[config.mk]
export PLATFORM = sky130hd
export DESIGN_NAME = ps2_keycode_filter_flat
export DESIGN_NICKNAME = d
export VERILOG_FILES = /design/src/rtl/ps2_pkg.sv /design/src/rtl/ps2_keycode_filter_if.sv /design/src/rtl/sync_fifo.sv /design/src/rtl/ps2_keycode_filter.sv /design/src/flat_wrapper.sv
export SDC_FILE = /design/constraint.sdc
export NUM_CORES = 1
export LEC_CHECK = 0
export CORE_ASPECT_RATIO = 2
export CORE_MARGIN = 1
export CORE_UTILIZATION = 40
export CTS_CLUSTER_SIZE = 30
export DETAILED_ROUTE_END_ITERATION = 12
export GPL_TIMING_DRIVEN = 0
export PLACE_DENSITY = 0.59
export RECOVER_POWER = 50
export SLEW_MARGIN = 20
export SYNTH_ARGS = -nofsm -noshare
export SYNTH_HDL_FRONTEND = slang
export SYNTH_SLANG_ARGS = --single-unit
[constraint.sdc]
create_clock -name clk -period 2.85 [get_ports clk]
set_input_delay 0.4275 -clock clk [delete_from_list [all_inputs] [get_ports clk]]
set_output_delay 0.4275 -clock clk [all_outputs]
set_load 0.05 [all_outputs]
[src/rtl/ps2_pkg.sv]
// Shared PS/2 scan-code constants and parser state encoding for the keycode filter.
package ps2_pkg;

  localparam logic [7:0] PS2_BREAK     = 8'hF0;
  localparam logic [7:0] PS2_EXT       = 8'hE0;
  localparam logic [7:0] PS2_BAT_OK    = 8'hAA;
  localparam logic [7:0] PS2_ACK       = 8'hFA;
  localparam logic [7:0] PS2_ECHO      = 8'hEE;
  localparam logic [7:0] PS2_RESEND    = 8'hFE;
  localparam logic [7:0] PS2_ERR0      = 8'h00;
  localparam logic [7:0] PS2_ERR1      = 8'hFF;
  localparam logic [7:0] PS2_BAT_FAIL0 = 8'hFC;
  localparam logic [7:0] PS2_BAT_FAIL1 = 8'hFD;

  typedef enum logic [1:0] {
    IDLE      = 2'd0,
    BREAK     = 2'd1,
    EXT       = 2'd2,
    EXT_BREAK = 2'd3
  } parse_state_t;

  // Bytes the keyboard sends for protocol/status reasons, never key presses.
  function automatic logic is_status_byte(input logic [7:0] b);
    case (b)
      PS2_ERR0, PS2_BAT_OK, PS2_ECHO, PS2_ACK,
      PS2_BAT_FAIL0, PS2_BAT_FAIL1, PS2_RESEND, PS2_ERR1: is_status_byte = 1'b1;
      default:                                            is_status_byte = 1'b0;
    endcase
  endfunction

endpackage

[src/rtl/ps2_keycode_filter_if.sv]
// Byte-in / keycode-out signal bundle between ps2_controller, the filter and the encoder.
interface ps2_keycode_filter_if #(
  parameter int FIFO_DEPTH = 8
);
  localparam int CW = $clog2(FIFO_DEPTH) + 1;

  logic [7:0]    ps2_received_data;
  logic          ps2_received_data_strb;
  logic          out_ready;
  logic [7:0]    keycode_data;
  logic          keycode_strb;
  logic [CW-1:0] fifo_count;
  logic          overflow;

  modport master (
    output ps2_received_data, ps2_received_data_strb, out_ready,
    input  keycode_data, keycode_strb, fifo_count, overflow
  );

  modport slave (
    input  ps2_received_data, ps2_received_data_strb, out_ready,
    output keycode_data, keycode_strb, fifo_count, overflow
  );

endinterface

[src/rtl/sync_fifo.sv]
// Single-clock FIFO with combinational head output; DEPTH must be a power of two.
module sync_fifo #(
  parameter int WIDTH = 8,
  parameter int DEPTH = 8
) (
  input  logic                     clk,
  input  logic                     rst,
  input  logic                     push,
  input  logic [WIDTH-1:0]         push_data,
  input  logic                     pop,
  output logic [WIDTH-1:0]         pop_data,
  output logic [$clog2(DEPTH):0]   count,
  output logic                     full,
  output logic                     empty
);

  localparam int AW = $clog2(DEPTH);
  localparam int CW = AW + 1;

  logic [WIDTH-1:0] mem [DEPTH];
  logic [AW-1:0]    wr_ptr;
  logic [AW-1:0]    rd_ptr;
  logic             push_ok;
  logic             pop_ok;

  assign full     = (count == CW'(DEPTH));
  assign empty    = (count == '0);
  // A push into a full FIFO is accepted only when a pop frees the slot on the same edge.
  assign push_ok  = push && (!full || pop);
  assign pop_ok   = pop && !empty;
  assign pop_data = mem[rd_ptr];

  // NOTE: the storage array has no reset; only pointers and count define validity, so
  // clearing them empties the FIFO and the array maps to plain RAM.
  always_ff @(posedge clk) begin
    if (push_ok) mem[wr_ptr] <= push_data;
  end

  // NOTE: sequential state uses non-blocking assignments so every register samples
  // pre-edge values, independent of statement order.
  always_ff @(posedge clk or posedge rst) begin
    if (rst) begin
      wr_ptr <= '0;
      rd_ptr <= '0;
      count  <= '0;
    end else begin
      if (push_ok) wr_ptr <= wr_ptr + 1'b1;
      if (pop_ok)  rd_ptr <= rd_ptr + 1'b1;
      case ({push_ok, pop_ok})
        2'b10:   count <= count + 1'b1;
        2'b01:   count <= count - 1'b1;
        default: count <= count;
      endcase
    end
  end

endmodule

[src/rtl/ps2_keycode_filter.sv]
// Strips break/extended/status bytes and typematic repeats from a PS/2 byte stream,
// buffering make codes and handing them to the encoder one at a time.
module ps2_keycode_filter #(
  parameter int FIFO_DEPTH      = 8,
  parameter bit PASS_EXTENDED   = 1'b0,
  parameter bit SUPPRESS_REPEAT = 1'b1
) (
  input logic                 clk,
  input logic                 rst,
  ps2_keycode_filter_if.slave bus
);
  import ps2_pkg::*;

  localparam int CW = $clog2(FIFO_DEPTH) + 1;

  parse_state_t  state, state_next;
  logic [7:0]    last_make, last_make_next;
  logic          last_valid, last_valid_next;
  logic          push;
  logic          pop;
  logic [7:0]    head;
  logic [CW-1:0] count;
  logic          full;
  logic          empty;
  logic          dup;
  logic [7:0]    b;
  logic [7:0]    keycode_data;
  logic          keycode_strb;
  logic          overflow;

  assign b   = bus.ps2_received_data;
  assign dup = SUPPRESS_REPEAT && last_valid && (b == last_make);

  // NOTE: every output of this block is given a default first so no path leaves a
  // signal unassigned, which would otherwise infer a latch.
  always_comb begin
    state_next      = state;
    last_make_next  = last_make;
    last_valid_next = last_valid;
    push            = 1'b0;
    if (bus.ps2_received_data_strb) begin
      case (state)
        IDLE: begin
          if (b == PS2_BREAK)          state_next = BREAK;
          else if (b == PS2_EXT)       state_next = EXT;
          else if (!is_status_byte(b) && !dup) begin
            push            = 1'b1;
            last_make_next  = b;
            last_valid_next = 1'b1;
          end
        end
        BREAK: begin
          state_next = IDLE;
          if (b == last_make) last_valid_next = 1'b0;
        end
        EXT: begin
          if (b == PS2_BREAK)    state_next = EXT_BREAK;
          else if (b == PS2_EXT) state_next = EXT;
          else begin
            state_next = IDLE;
            if (PASS_EXTENDED && !dup) begin
              push            = 1'b1;
              last_make_next  = b;
              last_valid_next = 1'b1;
            end
          end
        end
        EXT_BREAK: begin
          state_next = IDLE;
          if (PASS_EXTENDED && (b == last_make)) last_valid_next = 1'b0;
        end
      endcase
    end
  end

  always_ff @(posedge clk or posedge rst) begin
    if (rst) begin
      state      <= IDLE;
      last_make  <= 8'h00;
      last_valid <= 1'b0;
    end else begin
      state      <= state_next;
      last_make  <= last_make_next;
      last_valid <= last_valid_next;
    end
  end

  // Gating on the previous strobe forces an idle cycle between output strobes.
  assign pop = !empty && bus.out_ready && !keycode_strb;

  sync_fifo #(
    .WIDTH (8),
    .DEPTH (FIFO_DEPTH)
  ) u_fifo (
    .clk       (clk),
    .rst       (rst),
    .push      (push),
    .push_data (b),
    .pop       (pop),
    .pop_data  (head),
    .count     (count),
    .full      (full),
    .empty     (empty)
  );

  always_ff @(posedge clk or posedge rst) begin
    if (rst) begin
      keycode_data <= 8'h00;
      keycode_strb <= 1'b0;
      overflow     <= 1'b0;
    end else begin
      keycode_strb <= pop;
      if (pop) keycode_data <= head;
      overflow <= push && full && !pop;
    end
  end

  assign bus.keycode_data = keycode_data;
  assign bus.keycode_strb = keycode_strb;
  assign bus.fifo_count   = count;
  assign bus.overflow     = overflow;

endmodule

[src/flat_wrapper.sv]
// flat-port wrapper written by rule: the top's interface ports become plain ports
module ps2_keycode_filter_flat import ps2_pkg::*;
#(
  parameter int FIFO_DEPTH      = 8,
  parameter bit PASS_EXTENDED   = 1'b0,
  parameter bit SUPPRESS_REPEAT = 1'b1
)
  (clk, rst, bus_ps2_received_data, bus_ps2_received_data_strb, bus_out_ready, bus_keycode_data, bus_keycode_strb, bus_fifo_count, bus_overflow);
  ps2_keycode_filter_if #(.FIFO_DEPTH(FIFO_DEPTH)) bus_i ();
  input logic clk;
  input logic rst;
  input wire logic [$bits(bus_i.ps2_received_data)-1:0] bus_ps2_received_data;
  input wire logic [$bits(bus_i.ps2_received_data_strb)-1:0] bus_ps2_received_data_strb;
  input wire logic [$bits(bus_i.out_ready)-1:0] bus_out_ready;
  output wire logic [$bits(bus_i.keycode_data)-1:0] bus_keycode_data;
  output wire logic [$bits(bus_i.keycode_strb)-1:0] bus_keycode_strb;
  output wire logic [$bits(bus_i.fifo_count)-1:0] bus_fifo_count;
  output wire logic [$bits(bus_i.overflow)-1:0] bus_overflow;
  assign bus_i.ps2_received_data = bus_ps2_received_data;
  assign bus_i.ps2_received_data_strb = bus_ps2_received_data_strb;
  assign bus_i.out_ready = bus_out_ready;
  assign bus_keycode_data = bus_i.keycode_data;
  assign bus_keycode_strb = bus_i.keycode_strb;
  assign bus_fifo_count = bus_i.fifo_count;
  assign bus_overflow = bus_i.overflow;
  ps2_keycode_filter #(.FIFO_DEPTH(FIFO_DEPTH), .PASS_EXTENDED(PASS_EXTENDED), .SUPPRESS_REPEAT(SUPPRESS_REPEAT)) u_core (.clk(clk), .rst(rst), .bus(bus_i));
endmodule
# --- After elaboration in Yosys (flattened, before gate mapping) ---
# Memories as Yosys holds them, arrays and structs flattened. A register that Yosys moved wholly into a read port is not among the register bits.
# Cells that the tools add are included.
totals:
  register_bits: 23
  latchBits: 0
  ram_bits: 64
  rom_bits: 0
  in_bits: 12
  out_inout_bits: 14
  wordCells: 84
  mem_count: 1
classes:
  addsub: 4
  multipliers: 0
  div: 0
  order_cmp: 0
  n_eq_ne: 21
  shift: 0
  muxes: 23
  bitwise_logic: 2
  n_reduce_logical: 25
memory_table:
  columns: ["memory", "depth", "word_bits", "rd", "rd_clocked_by_memory_dff", "wr", "line_no", "source"]
  rows:
  - ["u_core.u_fifo.mem", 8, 8, 1, 1, 1, "sync_fifo.sv:20", "logic [WIDTH-1:0] mem [DEPTH];"]
op_table:
  columns: ["cell", "n"]
  rows:
  - ["$eq 8x8->1 const B", 9]
  - ["$mux 1", 16]
  - ["$eq 8x8->1", 1]
  - ["$logic_and 1x1->1", 8]
  - ["$logic_not 8->1", 1]
  - ["$mux 2", 4]
  - ["$pmux 4 s2", 1]
  - ["$reduce_or 8->1", 1]
  - ["$add 3x1->3 const B", 2]
  - ["$eq 2x2->1 const B", 3]
  - ["$logic_not 1->1", 6]
  - ["$pmux 2 s3", 1]
  - ["$reduce_and 6->1", 1]
  - ["$reduce_and 5->1", 1]
  - ["$add 4x1->4 const B", 1]
  - ["$eq 2x1->1 const B", 2]
  - ["$eq 4x4->1 const B", 1]
  - ["$logic_not 4->1", 1]
  - ["$ne 2x1->1 const B", 2]
  - ["$ne 2x2->1 const B", 2]
  - ["$reduce_bool 2->1", 2]
  - ["$sub 4x1->4 const B", 1]
  - ["$ne 3x1->1 const B", 1]
  - ["$logic_not 2->1", 1]
  - ["5 further kinds", 6]

# --- Longest topological paths before layout ---
depth:
  depth_word: 17
  mapped_depth: 12
  mapped_depth_nobuf: 11

# --- Modules after synthesis ---
# Synthesis repeated with hierarchy kept, for this count alone.
hier_totals:
  cells_unflattened: 237
  area_unflattened_um2: 4078.9
modules_own_cells:
  columns: ["module", "n_inst", "cells_per_inst", "area_each_um2", "seq_area_each_um2"]
  rows:
  - ["sync_fifo", 1, 160, 3070.4, 2172.1]
  - ["ps2_keycode_filter", 1, 77, 1008.5, 525.5]

# --- Worst setup path after synthesis ---
# OpenSTA, ideal clock, no wires.
synth_timing:
  path_kind: "register to register"
  startpoint: "reg u_core.u_fifo.count[1]"
  endpoint: "mem u_core.u_fifo.mem[0][0], enable pin"
  arrival_ps: 2192
  t_required_ps: 2455
  setup_slack_ps: 263
  path_stages_with_launch: 6
  n_path_buf: 1
  cell_sequence: "dfrtp_1 -> nor3_1 -> nand3_1 -> nand4_4 -> buf_12 -> nor4_1"
synth_between:
  elab_chain_len: 8
  word_cells_on_any_way: 10
  classes_between: "1 x eq/ne; 2 x mux; 7 x reduce/logical"
synth_rtl:
  columns: ["element", "line_no", "source"]
  rows:
  - ["from (decl)", "sync_fifo.sv:12", "output logic [$clog2(DEPTH):0] count,"]
  - ["from (signal assigned)", "sync_fifo.sv:50", "2'b10: count <= count + 1'b1;"]
  - ["from (signal assigned)", "sync_fifo.sv:51", "2'b01: count <= count - 1'b1;"]
  - ["from (signal assigned)", "sync_fifo.sv:52", "default: count <= count;"]
  - ["$logic_not 4->1", "sync_fifo.sv:27", "assign empty = (count == '0);"]
  - ["$logic_not 1->1", "ps2_keycode_filter.sv:89", "assign pop = !empty && bus.out_ready && !keycode_strb;"]
  - ["$logic_and 1x1->1 (2 in a row)", "ps2_keycode_filter.sv:89", null]
  - ["$logic_or 1x1->1 *", "sync_fifo.sv:29", "assign push_ok = push && (!full || pop);"]
  - ["$logic_and 1x1->1 *", "sync_fifo.sv:29", null]
  - ["$mux 1 *", "sync_fifo.sv:36", "if (push_ok) mem[wr_ptr] <= push_data;"]
  - ["$mux 1 (implied by the code) *", "sync_fifo.sv:36", null]
  - ["to (decl)", "sync_fifo.sv:20", null]
# Every way passes the cells marked *; elsewhere a longest branch is shown, timed or not.

# --- Worst setup path after layout ---
layout_timing:
  startpoint: "in bus_ps2_received_data[2]"
  endpoint: "reg u_core.u_fifo.count[3]"
layout_between:
  elab_chain_len: 17
  word_cells_on_any_way: 31
  classes_between: "12 x eq/ne; 11 x mux; 8 x reduce/logical"
layout_rtl:
  columns: ["element", "line_no", "source"]
  rows:
  - ["from (decl)", "flat_wrapper.sv:12", "input wire logic [$bits(bus_i.ps2_received_data)-1:0] bus_ps2_received_data;"]
  - ["$eq 8x8->1 or $logic_not 8->1 (tied branches)", "ps2_pkg.sv:24", "case (b)"]
  - ["$reduce_or 8->1", "ps2_pkg.sv:24", null]
  - ["$mux 1", "ps2_pkg.sv:24", null]
  - ["$mux 1", "ps2_keycode_filter.sv:45", "else if (b == PS2_EXT) state_next = EXT;"]
  - ["$mux 1", "ps2_keycode_filter.sv:44", "if (b == PS2_BREAK) state_next = BREAK;"]
  - ["$mux 1", "ps2_keycode_filter.sv:42", "case (state)"]
  - ["$mux 1", "ps2_keycode_filter.sv:41", "if (bus.ps2_received_data_strb) begin"]
  - ["$logic_not 1->1", "ps2_keycode_filter.sv:46", "else if (!is_status_byte(b) && !dup) begin"]
  - ["$logic_and 1x1->1", "ps2_keycode_filter.sv:46", null]
  - ["$mux 1", "ps2_keycode_filter.sv:46", null]
  - ["$mux 1", "ps2_keycode_filter.sv:45", null]
  - ["$mux 1 *", "ps2_keycode_filter.sv:44", null]
  - ["$mux 1 *", "ps2_keycode_filter.sv:42", null]
  - ["$mux 1 *", "ps2_keycode_filter.sv:41", null]
  - ["$logic_and 1x1->1 *", "sync_fifo.sv:29", null]
  - ["$eq 2x1->1 or $eq 2x2->1 (tied branches)", "sync_fifo.sv:49", "case ({push_ok, pop_ok})"]
  - ["$pmux 4 s2 or $reduce_bool 2->1 (tied branches)", null, null]
# Every way passes the cells marked *; elsewhere a longest branch is shown, timed or not. The select of a mux whose other input is x is not followed.
# A chain may end at the register's enable or synchronous reset.

==> summary.txt <==
HP Start: bus_ps2_received_data[0]
Lkg Pwr: 1.683 nW
crit-path leading delay family: simple AND/OR/NAND/NOR gates
switching power: 1.635 mW
root buffer selected by CTS: clkbuf_16
initial antenna violation count: 0
# clock sinks: 95
Filler cells: 874
Net Count, Synth: 248
Final Hold Fails: 0
# rows: 51
Setup Skew: 0.006641 ns
first-pass GRT wire length: 12330 um
# setup viols final: 0
WL per Instance: 18.82 um
Seq/Total Area, Yosys: 0.6748
GRT overflow: 0
worst reg2reg setup slack: 0.25 ns
Total GRT Usage: 0.1704
clock share of power: 0.259
Post-Syn Area: 0.003998 mm^2
Avg Inst Size Synth: 17.31 um^2
Post-synth ARST share: 0.3263
share of the synthesized area in the top cell type: 0.4808
max incr delay on CP: 0.57 ns
Total Routed Length: 7661 um
Period minus WS final: 2.724 ns
PD cells: 1010 mW/mm^2
Clk Latency, worst-skew pair: 0.34 ns
r2r worst-path depth: 9
Fmax: 367.0 MHz
top_reg_cell synth: edfxtp_1
part of the cycle the worst path needs: 0.9560
Worst Path Buf+Inv: 2
gate count after technology mapping: 231
FF+latch count, synth: 95
DRC Markers: 0
unrepaired setup endpoints after global routing: false
Gate power share: 0.346
Post-Route Setup TNS: 0 ns
Setup crit start kind: input port
vias per cell: 5.150
Tightest Pin Transition: 1.262 ns
largest net degree at the start of global routing: 32
placer congestion estimate: 0.7060
Initial DRC Count: 186
placeable core area: 0.009699 mm^2
hold depth: 1
Critical Path AT: 2.99 ns
capturing point of the worst reg2reg path: u_core.u_fifo.count[3]$_DFFE_PP0P_
Die H: 143.4 um
synthesis-to-layout area growth: 20.22%
Switching Share: 0.3369
CTS Hold Buffers Added: 0
Reg power frac: 0.394
DR vias: 2096
Crit-path slowest cell: or4_4
Final Core Density: 0.4955
Starting Density: 0.4122
Max-cap violations: 0
Ys Warns: 0
CP Class: in -> reg
Die Wd: 72.69 um
Hold Crit Class: in -> reg
clock-pin transition on the worst setup and hold timing paths: 0.06 ns
CP required: 3.12 ns
Max Buffers Root-to-Sink: 2
Critical R2R Launch: u_core.u_fifo.count[1]$_DFFE_PP0P_
status: finished clean
worst-path maximum fanout: 13
number of routed nets with antenna violations: 0
share of post-route cells with drive strength above 1: 0.2618
VDD IR max: 0.4686 mV
fin nets: 287
HPWL Detailed: 5247 um
EDFF count, synth: 64
synth top area cells: edfxtp_1 (48%), dfrtp_1 (19%), mux4_2 (9.0%)
CTS tree: built
Hold Path Sink: u_core.u_fifo.mem[5][0]$_DFFE_PP_
die area: 0.01042 mm^2
vias in the first global route: 2237
Inserted Diodes: 0
Yosys top cell by area: edfxtp_1
IO Pins: 26
relative slew slack: 0.1579
Yosys cell types: 38
Critical Path Sink Type: register
internal power: 3.218 mW
most numerous cell in the Yosys netlist: edfxtp_1
critical-path cell list: clkdlybuf4s15_2, or4_4, o211a_4, nand4_4, buf_12, ha_2, nor4bb_1, a211oi_1, a211oi_1, xnor2_1
synth cell count leaders: edfxtp_1 (64), dfrtp_1 (31), mux4_2 (16)
final instance area: 0.004806 mm^2
Placement Cell Area: 0.004472 mm^2
Most common cell on crit path: a211oi_1
TritonCTS buffer count: 9
max-slew violations: 0
First-pass DRT Iterations: 4
IO buf count: 25
Max H-tree Level: 3
-- through the flow --
step | hold WS (ns) | std cells | worst slack [ns] | power, mW
after CTS | 0.5207 | 407 | 0.01262 | 4.922
after detailed placement | 0.5114 | 390 | -0.8314 | 3.650
after global routing | 0.4893 | 407 | 0.004462 | 5.118
final | 0.4910 | 407 | 0.1255 | 4.854
after global placement | 0.4978 | 388 | -1.265 | 3.566
after floorplan | 0.4769 | 231 | 0.2631 | 3.094
-- worst max-delay path by stage --
| stage | cells past startpoint | slack [ns] | startpoint | endpoint |
|---|---|---|---|---|
| global route | 12 | 0.004 | bus_ps2_received_data[2] | u_core.u_fifo.count[2]$_DFFE_PP0P_ |
| floorplan | 5 | 0.26 | u_core.u_fifo.count[1]$_DFFE_PP0P_ | u_core.u_fifo.mem[0][0]$_DFFE_PP_ |
| finish | 10 | 0.13 | bus_ps2_received_data[2] | u_core.u_fifo.count[3]$_DFFE_PP0P_ |
| CTS | 11 | 0.01 | bus_ps2_received_data[7] | u_core.u_fifo.count[3]$_DFFE_PP0P_ |
| global placement | 7 | -1.27 | bus_ps2_received_data[4] | u_core.u_fifo.mem[0][2]$_DFFE_PP_ |
| detailed placement | 11 | -0.83 | bus_ps2_received_data[0] | u_core.u_fifo.count[3]$_DFFE_PP0P_ |
-- flip-flops by register name (all words and copies together), names as in the netlist --
name	flops
u_core.last_make	8
u_core.u_fifo.rd_ptr	3
u_core.bus.keycode_data	8
u_core.bus.overflow	1
u_core.u_fifo.mem	64
u_core.state	2
u_core.u_fifo.wr_ptr	3
u_core.last_valid	1
u_core.bus.keycode_strb	1
u_core.u_fifo.count	4
-- cells in the final DEF, fill, tap and decap left out, types with 9 or more instances in the layout --
| master | count |
|---|---|
| xor2_1 | 11 |
| mux4_2 | 16 |
| mux2i_1 | 9 |
| edfxtp_1 | 64 |
| dfrtp_1 | 31 |
| a21oi_1 | 14 |
| mux2_2 | 11 |
| nor2_1 | 12 |
| clkdlybuf4s50_1 | 16 |
| clkbuf_16 | 9 |
-- routing by layer --
layer,global-route usage,wire length (um)
met1,0.1840,2911
met2,0.3035,4301
met3,0.03156,171
met4,0.09907,277
met5,0,0
-- final cells by class --
class	count	area, um^2	area share
clock inverters	7	87.58	0.01822
clock buffers	9	225.2	0.04686
multi-input cells	123	1319	0.2744
flip-flops and latches	95	2698	0.5613
plain buffers	9	52.55	0.01093
well taps	132	165.2	0.03437
repair buffers	28	244.0	0.05077
inverters	4	15.01	0.003124
-- cells by family after synthesis --
kind of cell             after synthesis  synth area share
flip-flops                            95            0.6748
AND/OR/NAND/NOR                       45           0.08075
multiplexers                          36            0.1437
AO/OA/AOI/OAI                         19           0.02817
XOR/XNOR                              17           0.03724
buffers and inverters                 13           0.01690
adder cells (fa/ha/maj)                6           0.01847
-- timing repair --
| action | CTS | global route |
|---|---|---|
| pin swaps | 1 | 1 |
| buffers inserted | 1 | 0 |
| endpoints found under the hold margin | 0 | 0 |
| gates resized for setup | 18 | 15 |
| endpoints found under the setup margin | 61 | 3 |
-- power by group through the flow --
stage | combinational (mW) | clock, mW | sequential [mW]
2_1_floorplan | 0.883 | 0 | 2.21
3_3_place_gp | 1.65 | 0 | 1.92
3_5_place_dp | 1.71 | 0 | 1.94
4_1_cts | 1.72 | 1.29 | 1.92
5_1_grt | 1.83 | 1.34 | 1.95
6_report | 1.68 | 1.26 | 1.91
Note: power is estimated with default switching activity, not from simulation.
